### src/rtl/mem_loader.sv
// mem_loader: streams a block of words from a valid-only source into a memory.
// It can then read the block back to compare checksums. It finishes by loading
// the base address into the A register and pulsing done.
module mem_loader #(
    parameter int ADDR_W = 13,
    parameter int DATA_W = 16
) (
    input  logic              clk,
    input  logic              rst_n,
    input  logic              start,
    input  logic [ADDR_W-1:0] base_addr,
    input  logic [ADDR_W:0]   word_count,
    input  logic              verify_en,
    input  logic              in_valid,
    input  logic [DATA_W-1:0] in_data,
    output logic              in_ready,
    output logic              busy,
    output logic              done,
    output logic              error,
    output logic [ADDR_W-1:0] addr,
    output logic [DATA_W-1:0] data_in,
    output logic              reg_m_en,
    output logic              reg_a_en,
    output logic              reg_d_en,
    input  logic [DATA_W-1:0] reg_m_out
);

    typedef enum logic [2:0] {
        IDLE   = 3'd0,
        LOAD   = 3'd1,
        DRAIN  = 3'd2,
        VERIFY = 3'd3,
        SET_A  = 3'd4,
        FIN    = 3'd5
    } state_t;

    localparam logic [ADDR_W:0]   CNT_ONE  = {{ADDR_W{1'b0}}, 1'b1};
    localparam logic [ADDR_W-1:0] ADDR_ONE = {{(ADDR_W-1){1'b0}}, 1'b1};

    state_t              r_state;
    state_t              w_next;

    logic [ADDR_W-1:0]   r_base;
    logic [ADDR_W:0]     r_count;
    logic                r_verify;
    // Word index: words accepted while loading, words read back while verifying.
    logic [ADDR_W:0]     r_offset;
    logic [DATA_W-1:0]   r_sum;
    logic [DATA_W-1:0]   r_rsum;

    logic [ADDR_W-1:0]   r_addr;
    logic [DATA_W-1:0]   r_data;
    logic                r_m_en;
    logic                r_a_en;
    logic                r_done;
    logic                r_error;

    logic                w_handshake;
    logic [ADDR_W:0]     w_count_m1;
    logic                w_last_word;
    logic                w_last_read;
    logic [DATA_W-1:0]   w_rsum_next;

    assign w_handshake = (r_state == LOAD) && in_valid;
    assign w_count_m1  = r_count - CNT_ONE;
    assign w_last_word = w_handshake && (r_offset == w_count_m1);
    assign w_last_read = (r_state == VERIFY) && (r_offset == w_count_m1);
    assign w_rsum_next = r_rsum + reg_m_out;

    assign in_ready = (r_state == LOAD);
    assign busy     = (r_state != IDLE);
    assign done     = r_done;
    assign error    = r_error;
    assign addr     = r_addr;
    assign data_in  = r_data;
    assign reg_m_en = r_m_en;
    assign reg_a_en = r_a_en;
    assign reg_d_en = 1'b0;

    // State register.
    always_ff @(posedge clk or negedge rst_n) begin
        if (!rst_n) begin
            r_state <= IDLE;
        end else begin
            r_state <= w_next;
        end
    end

    // Next-state decode.
    always_comb begin
        w_next = r_state;
        case (r_state)
            IDLE: begin
                if (start) begin
                    if (word_count != '0) begin
                        w_next = LOAD;
                    end else begin
                        w_next = SET_A;
                    end
                end else begin
                    w_next = IDLE;
                end
            end
            LOAD: begin
                if (w_last_word) begin
                    w_next = DRAIN;
                end else begin
                    w_next = LOAD;
                end
            end
            DRAIN: begin
                if (r_verify) begin
                    w_next = VERIFY;
                end else begin
                    w_next = SET_A;
                end
            end
            VERIFY: begin
                if (w_last_read) begin
                    w_next = SET_A;
                end else begin
                    w_next = VERIFY;
                end
            end
            SET_A:   w_next = FIN;
            FIN:     w_next = IDLE;
            default: w_next = IDLE;
        endcase
    end

    // Datapath and registered outputs; strobes are single-cycle unless re-armed.
    always_ff @(posedge clk or negedge rst_n) begin
        if (!rst_n) begin
            r_base   <= '0;
            r_count  <= '0;
            r_verify <= 1'b0;
            r_offset <= '0;
            r_sum    <= '0;
            r_rsum   <= '0;
            r_addr   <= '0;
            r_data   <= '0;
            r_m_en   <= 1'b0;
            r_a_en   <= 1'b0;
            r_done   <= 1'b0;
            r_error  <= 1'b0;
        end else begin
            r_m_en <= 1'b0;
            r_a_en <= 1'b0;
            r_done <= (w_next == FIN);
            case (r_state)
                IDLE: begin
                    if (start) begin
                        r_base   <= base_addr;
                        r_count  <= word_count;
                        r_verify <= verify_en;
                        r_offset <= '0;
                        r_sum    <= '0;
                        r_rsum   <= '0;
                        r_error  <= 1'b0;
                        // An empty transfer goes straight to the A-register load.
                        if (word_count == '0) begin
                            r_data <= DATA_W'(base_addr);
                            r_a_en <= 1'b1;
                        end
                    end
                end
                LOAD: begin
                    if (w_handshake) begin
                        r_addr   <= r_base + r_offset[ADDR_W-1:0];
                        r_data   <= in_data;
                        r_m_en   <= 1'b1;
                        r_sum    <= r_sum + in_data;
                        r_offset <= r_offset + CNT_ONE;
                    end
                end
                DRAIN: begin
                    // The last write lands at the end of this cycle, so the
                    // readback of the first address can start right after it.
                    r_offset <= '0;
                    if (r_verify) begin
                        r_addr <= r_base;
                    end else begin
                        r_data <= DATA_W'(r_base);
                        r_a_en <= 1'b1;
                    end
                end
                VERIFY: begin
                    r_rsum   <= w_rsum_next;
                    r_offset <= r_offset + CNT_ONE;
                    r_addr   <= r_base + r_offset[ADDR_W-1:0] + ADDR_ONE;
                    if (w_last_read) begin
                        r_error <= (w_rsum_next != r_sum);
                        r_data  <= DATA_W'(r_base);
                        r_a_en  <= 1'b1;
                    end
                end
                SET_A: begin
                    r_offset <= r_offset;
                end
                FIN: begin
                    r_offset <= r_offset;
                end
                default: begin
                    r_offset <= '0;
                end
            endcase
        end
    end

endmodule
### config.mk
export PLATFORM = sky130hd
export DESIGN_NAME = mem_loader
export DESIGN_NICKNAME = d
export VERILOG_FILES = /design/src/rtl/mem_loader.sv
export SDC_FILE = /design/constraint.sdc
export NUM_CORES = 1
export LEC_CHECK = 0
export BUFFER_PORTS_ARGS = -buffer_cell sky130_fd_sc_hd__buf_2
export CORE_MARGIN = 8
export CORE_UTILIZATION = 45
export CTS_BUF_LIST = sky130_fd_sc_hd__clkbuf_8
export DETAILED_ROUTE_END_ITERATION = 16
export GPL_TIMING_DRIVEN = 0
export REMOVE_ABC_BUFFERS = 1
export SYNTH_ARGS = -nofsm -noshare
export SYNTH_HDL_FRONTEND = slang
export SYNTH_SLANG_ARGS = --single-unit
### constraint.sdc
create_clock -name clk -period 4 [get_ports clk]
set_input_delay 0.6 -clock clk [delete_from_list [all_inputs] [get_ports clk]]
set_output_delay 0.6 -clock clk [all_outputs]
set_load 0.005 [all_outputs]
== Word-level counts from Yosys, hierarchy flattened ==
Cells that the tools add are included.

* Flip-flop bits (word level): 110
* Latch bits: 0
* RAM bits: 0
* ROM bits: 0
* Input port bits: 64
* Output and inout port bits: 36
* Word-level logic and storage cells: 85
* Memories: 0

* $add $sub $neg: 6
* $mul: 0
* Div/mod/pow operators: 0
* Magnitude comparators: 0
* Eq/ne operators: 14
* Shift operators: 0
* Muxes and demuxes: 32
* Bitwise logic cells: 1
* Reductions and logical operators: 19

{| class="wikitable"
|+ Operators by type and width
! operator !! count
|-
| 16-bit 2-to-1 mux || 7
|-
| 16-bit one-hot mux with 2 select lines || 2
|-
| 16-bit one-hot mux with 4 select lines || 1
|-
| 14-bit one-hot mux with 4 select lines || 1
|-
| 13-bit one-hot mux with 3 select lines || 1
|-
| 16-bit adder || 2
|-
| 14-bit 2-to-1 mux || 2
|-
| 13-bit 2-to-1 mux || 2
|-
| 16-bit != test || 1
|-
| 3-bit one-hot mux with 5 select lines || 1
|-
| 14-bit by 1-bit adder with 14-bit output, second input constant || 1
|-
| 14-bit equality test || 1
|-
| 14-bit zero test || 1
|-
| 14-bit nonzero test || 1
|-
| 14-bit by 1-bit subtractor with 14-bit output, second input constant || 1
|-
| 13-bit by 1-bit adder with 13-bit output, second input constant || 1
|-
| 13-bit adder || 1
|-
| 3-bit 2-to-1 mux || 4
|-
| 3-bit AND reduction || 4
|-
| 2-bit != test, second input constant || 5
|-
| 3-bit equality test, second input constant || 3
|-
| 1-bit 2-to-1 mux || 8
|-
| 3-bit by 2-bit equality test with 1-bit output, second input constant || 2
|-
| 6-bit AND reduction || 1
|-
| 13 further kinds || 18
|}

== Depth between registers and ports, before layout ==
* Word-level depth: 6
* Gate-level depth with buffers: 11
* Mapped depth without buffers: 11

== Worst setup path before layout ==
Ideal clock, no wire load.

* Path kind: reg-to-reg
* Start: register r_count[2]
* End: register r_data[10] (netlist: data_in[10])
* Library setup time: 0.125 ns
* Data arrival time: 3.077 ns
* Data required time: 3.875 ns
* Setup slack: 0.798 ns
* Stages on the path, launching flop included: 10
* Clock period less this slack: 3.202 ns
* Cells stage by stage: dfrtp_1 or3_4 or4_4 a2111oi_4 and4_1 and4bb_4 a21oi_2 a211oi_4 buf_8 mux2_4

* Cells in the longest elaborated chain, start to end: 5

{| class="wikitable"
|+ Ends and longest elaborated chain
! item !! line !! text
|-
| from (decl) || 44 || <nowiki>logic [ADDR_W:0] r_count;</nowiki>
|-
| from (signal assigned) || 154 || <nowiki>r_count <= word_count;</nowiki>
|-
| 14-bit by 1-bit subtractor with 14-bit output || 65 || <nowiki>assign w_count_m1 = r_count - CNT_ONE;</nowiki>
|-
| 14-bit equality test || 67 || <nowiki>assign w_last_read = (r_state == VERIFY) && (r_offset == w_count_m1);</nowiki>
|-
| 1-bit logical AND || 67 ||
|-
| 2-bit != test (no line) || -- ||
|-
| 6-bit AND reduction (no line) || -- ||
|-
| to (signal assigned) || 162 || <nowiki>r_data <= DATA_W'(base_addr);</nowiki>
|-
| to (signal assigned) || 170 || <nowiki>r_data <= in_data;</nowiki>
|-
| to (signal assigned) || 183 || <nowiki>r_data <= DATA_W'(r_base);</nowiki>
|-
| to (decl) || 52 || <nowiki>logic [DATA_W-1:0] r_data;</nowiki>
|}

No other way between the ends.
A chain may end at the register's enable or synchronous reset.

== Final worst setup path ==
* Start: register r_state[0]
* End: register r_error (netlist: error)

* Cells in the longest elaborated chain, start to end: 4

{| class="wikitable"
|+ Ends and longest elaborated chain
! item !! line !! text
|-
| from (decl) || 40 || <nowiki>state_t r_state;</nowiki>
|-
| from (signal assigned) || 85 || <nowiki>r_state <= w_next;</nowiki>
|-
| 3-bit by 2-bit equality test with 1-bit output || 67, 150 ||
|-
| 1-bit logical AND || 67 ||
|-
| 2-bit != test (no line) || -- ||
|-
| 3-bit AND reduction (no line) || -- ||
|-
| to (signal assigned) || 192 || <nowiki>r_error <= (w_rsum_next != r_sum);</nowiki>
|-
| to (decl) || 56 || <nowiki>logic r_error;</nowiki>
|}

Several ways; a longest one is shown, not always the timed one.

==> flow_metrics.py <==
metrics = {
    "finish": {
        "fill_cells": 1873,
        "postLayoutCoreUtil": 0.5004,
        "syn2layout_area_growth_pct": 9.910,
        "antenna_cells_inserted": 0,
        "final-instance-count-excl-fill": 1319,
        "num-nets-final": 1192,
        "drive_above_1_share": 0.1410,
        "layout.cell_area.non_filler_um2": 9298,
    },
    "pwr": {
        "finalPower_mw": 6.761,
        "irDropWorstVdd_mv": 0.3103,
        "static-leakage-power_nw": 4.297,
        "power_density_nw_per_um2": 727.2,
    },
    "logic_synthesis": {
        "synthesis.instances": 1027,
        "async_flop_share": 1.000,
        "ys_top_cells_by_area": "dfrtp_1 (33%), nand2_1 (7.4%), ha_1 (6.7%), o21ai_0 (5.1%), xnor2_1 (4.0%)",
        "synth_compound_area_frac": 0.1988,
        "synthAdderAreaFrac": 0.07366,
        "top_cell_type_by_total_area_after_synthesis": "dfrtp_1",
        "synth_cell_type_count": 71,
        "muxShareOfSynthArea": 0.03269,
        "ys.warnings.count": 0,
        "main_synth_ff_type": "dfrtp_1",
        "ys_seq_elements": 110,
        "synth_top_area_frac": 0.3254,
        "number_of_synthesized_flops_with_an_enable_pin": 0,
        "yosysSeqAreaShare": 0.3254,
        "avg_cell_area_syn_um2": 8.237,
        "synth_simple_gate_area_frac": 0.2466,
        "syn-cell-area_um2": 8459,
        "post_synth_xor_area_fraction": 0.08253,
        "largest_family_of_logic_cells_by_synthesized_area": "simple AND/OR/NAND/NOR gates",
    },
    "drt": {
        "avgViaCountPerCell": 5.866,
        "drt_pass1_iterations": 5,
        "drc": 0,
        "detail_route.iter0.violations": 572,
        "routed_wirelength_mm": 24.48,
        "dr_total_vias": 7737,
        "post_drt_wl_per_cell_um": 18.56,
        "postRouteAntennaNets": 0,
    },
    "grt": {
        "grt_max_degree": 63,
        "grt_use_total": 0.2080,
        "grtUsageMet3": 0.02847,
        "overflow": 0,
        "gr-usage-met1": 0.2771,
        "grt_most_used_layer": "met2",
        "global_route.usage.met2": 0.3489,
        "antenna_found_initial": 0,
        "global_route_wire_length_before_repair_mm": 39.63,
        "first_global_vias": 7359,
    },
    "min_path": {
        "timing.hold.worst.class": "in2async",
    },
    "place": {
        "preCtsSetupSlack_ns": 0.09553,
        "finalWeightedCongestion": 0.8480,
        "io_buffers": 98,
        "placed_cell_area_um2": 9070,
        "placedCellCount": 1302,
        "dpl.hpwl_mm": 18.18,
    },
    "cts": {
        "tritoncts": "done",
        "cts.reportedPaths.clkPinSlew_ns": 0.12,
        "clk_root_buffer_cell": "clkbuf_8",
        "htree_num_levels": 3,
        "cts-buffers-inserted": 9,
        "insertion_delay_ns": 0.40,
        "cts_max_path_buffers": 2,
        "hold_buffers": 0,
        "cts.sink_count": 110,
    },
    "timing": {
        "achievable-frequency_mhz": 258.6,
        "rsz0062_at_grt": "false",
        "relSlewSlack": 0.1935,
        "fin_skew_ns": 0.01399,
        "hold_slack_ns": 0.1279,
        "post-route-min-period_ns": 3.867,
        "layout_worst_path_cycle_share": 0.9667,
        "worst_slew_pin_slew_ns": 1.210,
        "final-setup-viol-count": 0,
        "fin_tns_setup_ns": 0,
        "finalHoldViolCount": 0,
        "final_critical_path_setup_slack_ns": 0.1331,
        "final_max_slew_viol_count": 0,
    },
    "setup_path": {
        "timing.critical_path.from_type": "flop",
        "timing.setup.critical_path_class": "reg2reg",
        "critPathCaptureType": "flop",
        "timing.critical_path.required_ns": 4.29,
        "arrival_ns": 4.15,
        "top_fanout_value_on_the_critical_path": 31,
        "r2r_setup_slack_ns": 0.13,
    },
    "die": {
        "ioPinCount": 100,
        "die-area_um2": 23440,
        "fp-row-count": 50,
        "die_width_um": 153.1,
        "die_height_um": 153.1,
        "core_area_um2": 18580,
        "initial_core_util": 0.4553,
    },
    "run": {
        "max_cap_violations": 0,
    },
    "run_status": {
        "outcome": "finished, final reports clean",
    },
}
-- layer usage --
layer	routed length, um	up-vias
met5	0	-
met2	11930	155
met1	11190	3752
met3	1057	21
li1	-	3809
met4	300	0
-- final timing paths --
check / end / start / depth (start not counted)
hold reg to reg: addr[5] / addr[5] / 2
setup reg to reg: error / r_state[0] / 7
setup / recovery: error / r_state[0] / 7
hold / removal: addr[11] / rst_n / 1
max in group asynchronous: r_sum[6] / rst_n / 2
min in group clk: r_verify / verify_en / 3
-- power breakdown --
part           leakage [nW]  internal [mW]  switching, mW
sequential             1.40           1.55          0.583
combinational          2.79           1.72           2.16
clock                 0.106          0.256          0.491
-- Yosys cell counts (all sizes together) (5+ instances only) --
cell and number:
a211oi 13, a21o 13, a21oi 44, a221oi 5, a22oi 15, a31oi 10
and3 16, buf 8, clkbuf 51, dfrtp 110, ha 45, inv 26
mux2 16, mux2i 7, nand2 166, nand2b 15, nand3 39, nand3b 5
nand4 11, nand4b 5, nor2 80, nor2b 6, nor3 21, nor3b 6
nor4 13, o211ai 9, o21ai 86, o221ai 9, o22ai 5, o31ai 6
or2 6, or3 12, or4 8, xnor2 39, xor2 33
-- cells in the final DEF, fill, tap and decap left out, types with 9 or more instances in the layout --
master	instances
a21o_1	13
a22oi_1	15
nor3_1	21
nand2_1	165
xnor2_1	39
o221ai_1	9
nand2b_1	15
xor2_1	33
mux2_2	9
ha_1	45
nor2_1	80
a31oi_1	10
or3_1	11
nor4_1	13
buf_2	97
o211ai_1	9
dfrtp_1	110
o21ai_0	86
and3_1	16
nand4_1	11
nand3_1	39
inv_1	26
a211oi_1	12
clkbuf_8	9
a21oi_1	43
-- state kept, by name, summed over array words and instances, names as in the netlist, 3 cells and up --
name	flops
r_rsum	16
r_offset	14
addr	13
r_count	14
r_base	13
data_in	16
r_state	3
r_sum	16
-- critical path, stage by stage, from the launching register on --
cell and delay, ns:
dfrtp_1 1.06, inv_1 0.73, nor2_1 0.94, o31ai_1 0.17, nor4_1 0.24, o2111ai_1 0.18
nor4_1 0.34, nor2_1 0.07
-- cell families (layout without fill, tap and decap cells) --
logic type | Yosys count | in the layout
fa+ha+maj | 48 | 48
xor+xnor | 75 | 75
simple gates | 429 | 429
other cells | 1 | 1
compound gates | 256 | 256
mux | 23 | 23
buf+inv | 85 | 143
flops | 110 | 110
-- layout make-up --
cell class,instances,area [um2],area share
clock buffer,9,123.9,0.01332
clock inverter,7,83.83,0.009016
inverter,26,97.59,0.01050
multi-input combinational,832,5375,0.5781
sequential,110,2753,0.2961
tap,234,292.8,0.03149
timing repair buffer,101,571.8,0.06150
-- timing repair --
item / CTS / global route
gates resized for setup: 0 / 0
endpoints found under the hold margin: 0 / 0
setup endpoints to repair: 0 / 13
setup buffers: 0 / 1
No activity file was read; power rests on OpenSTA's default activity.
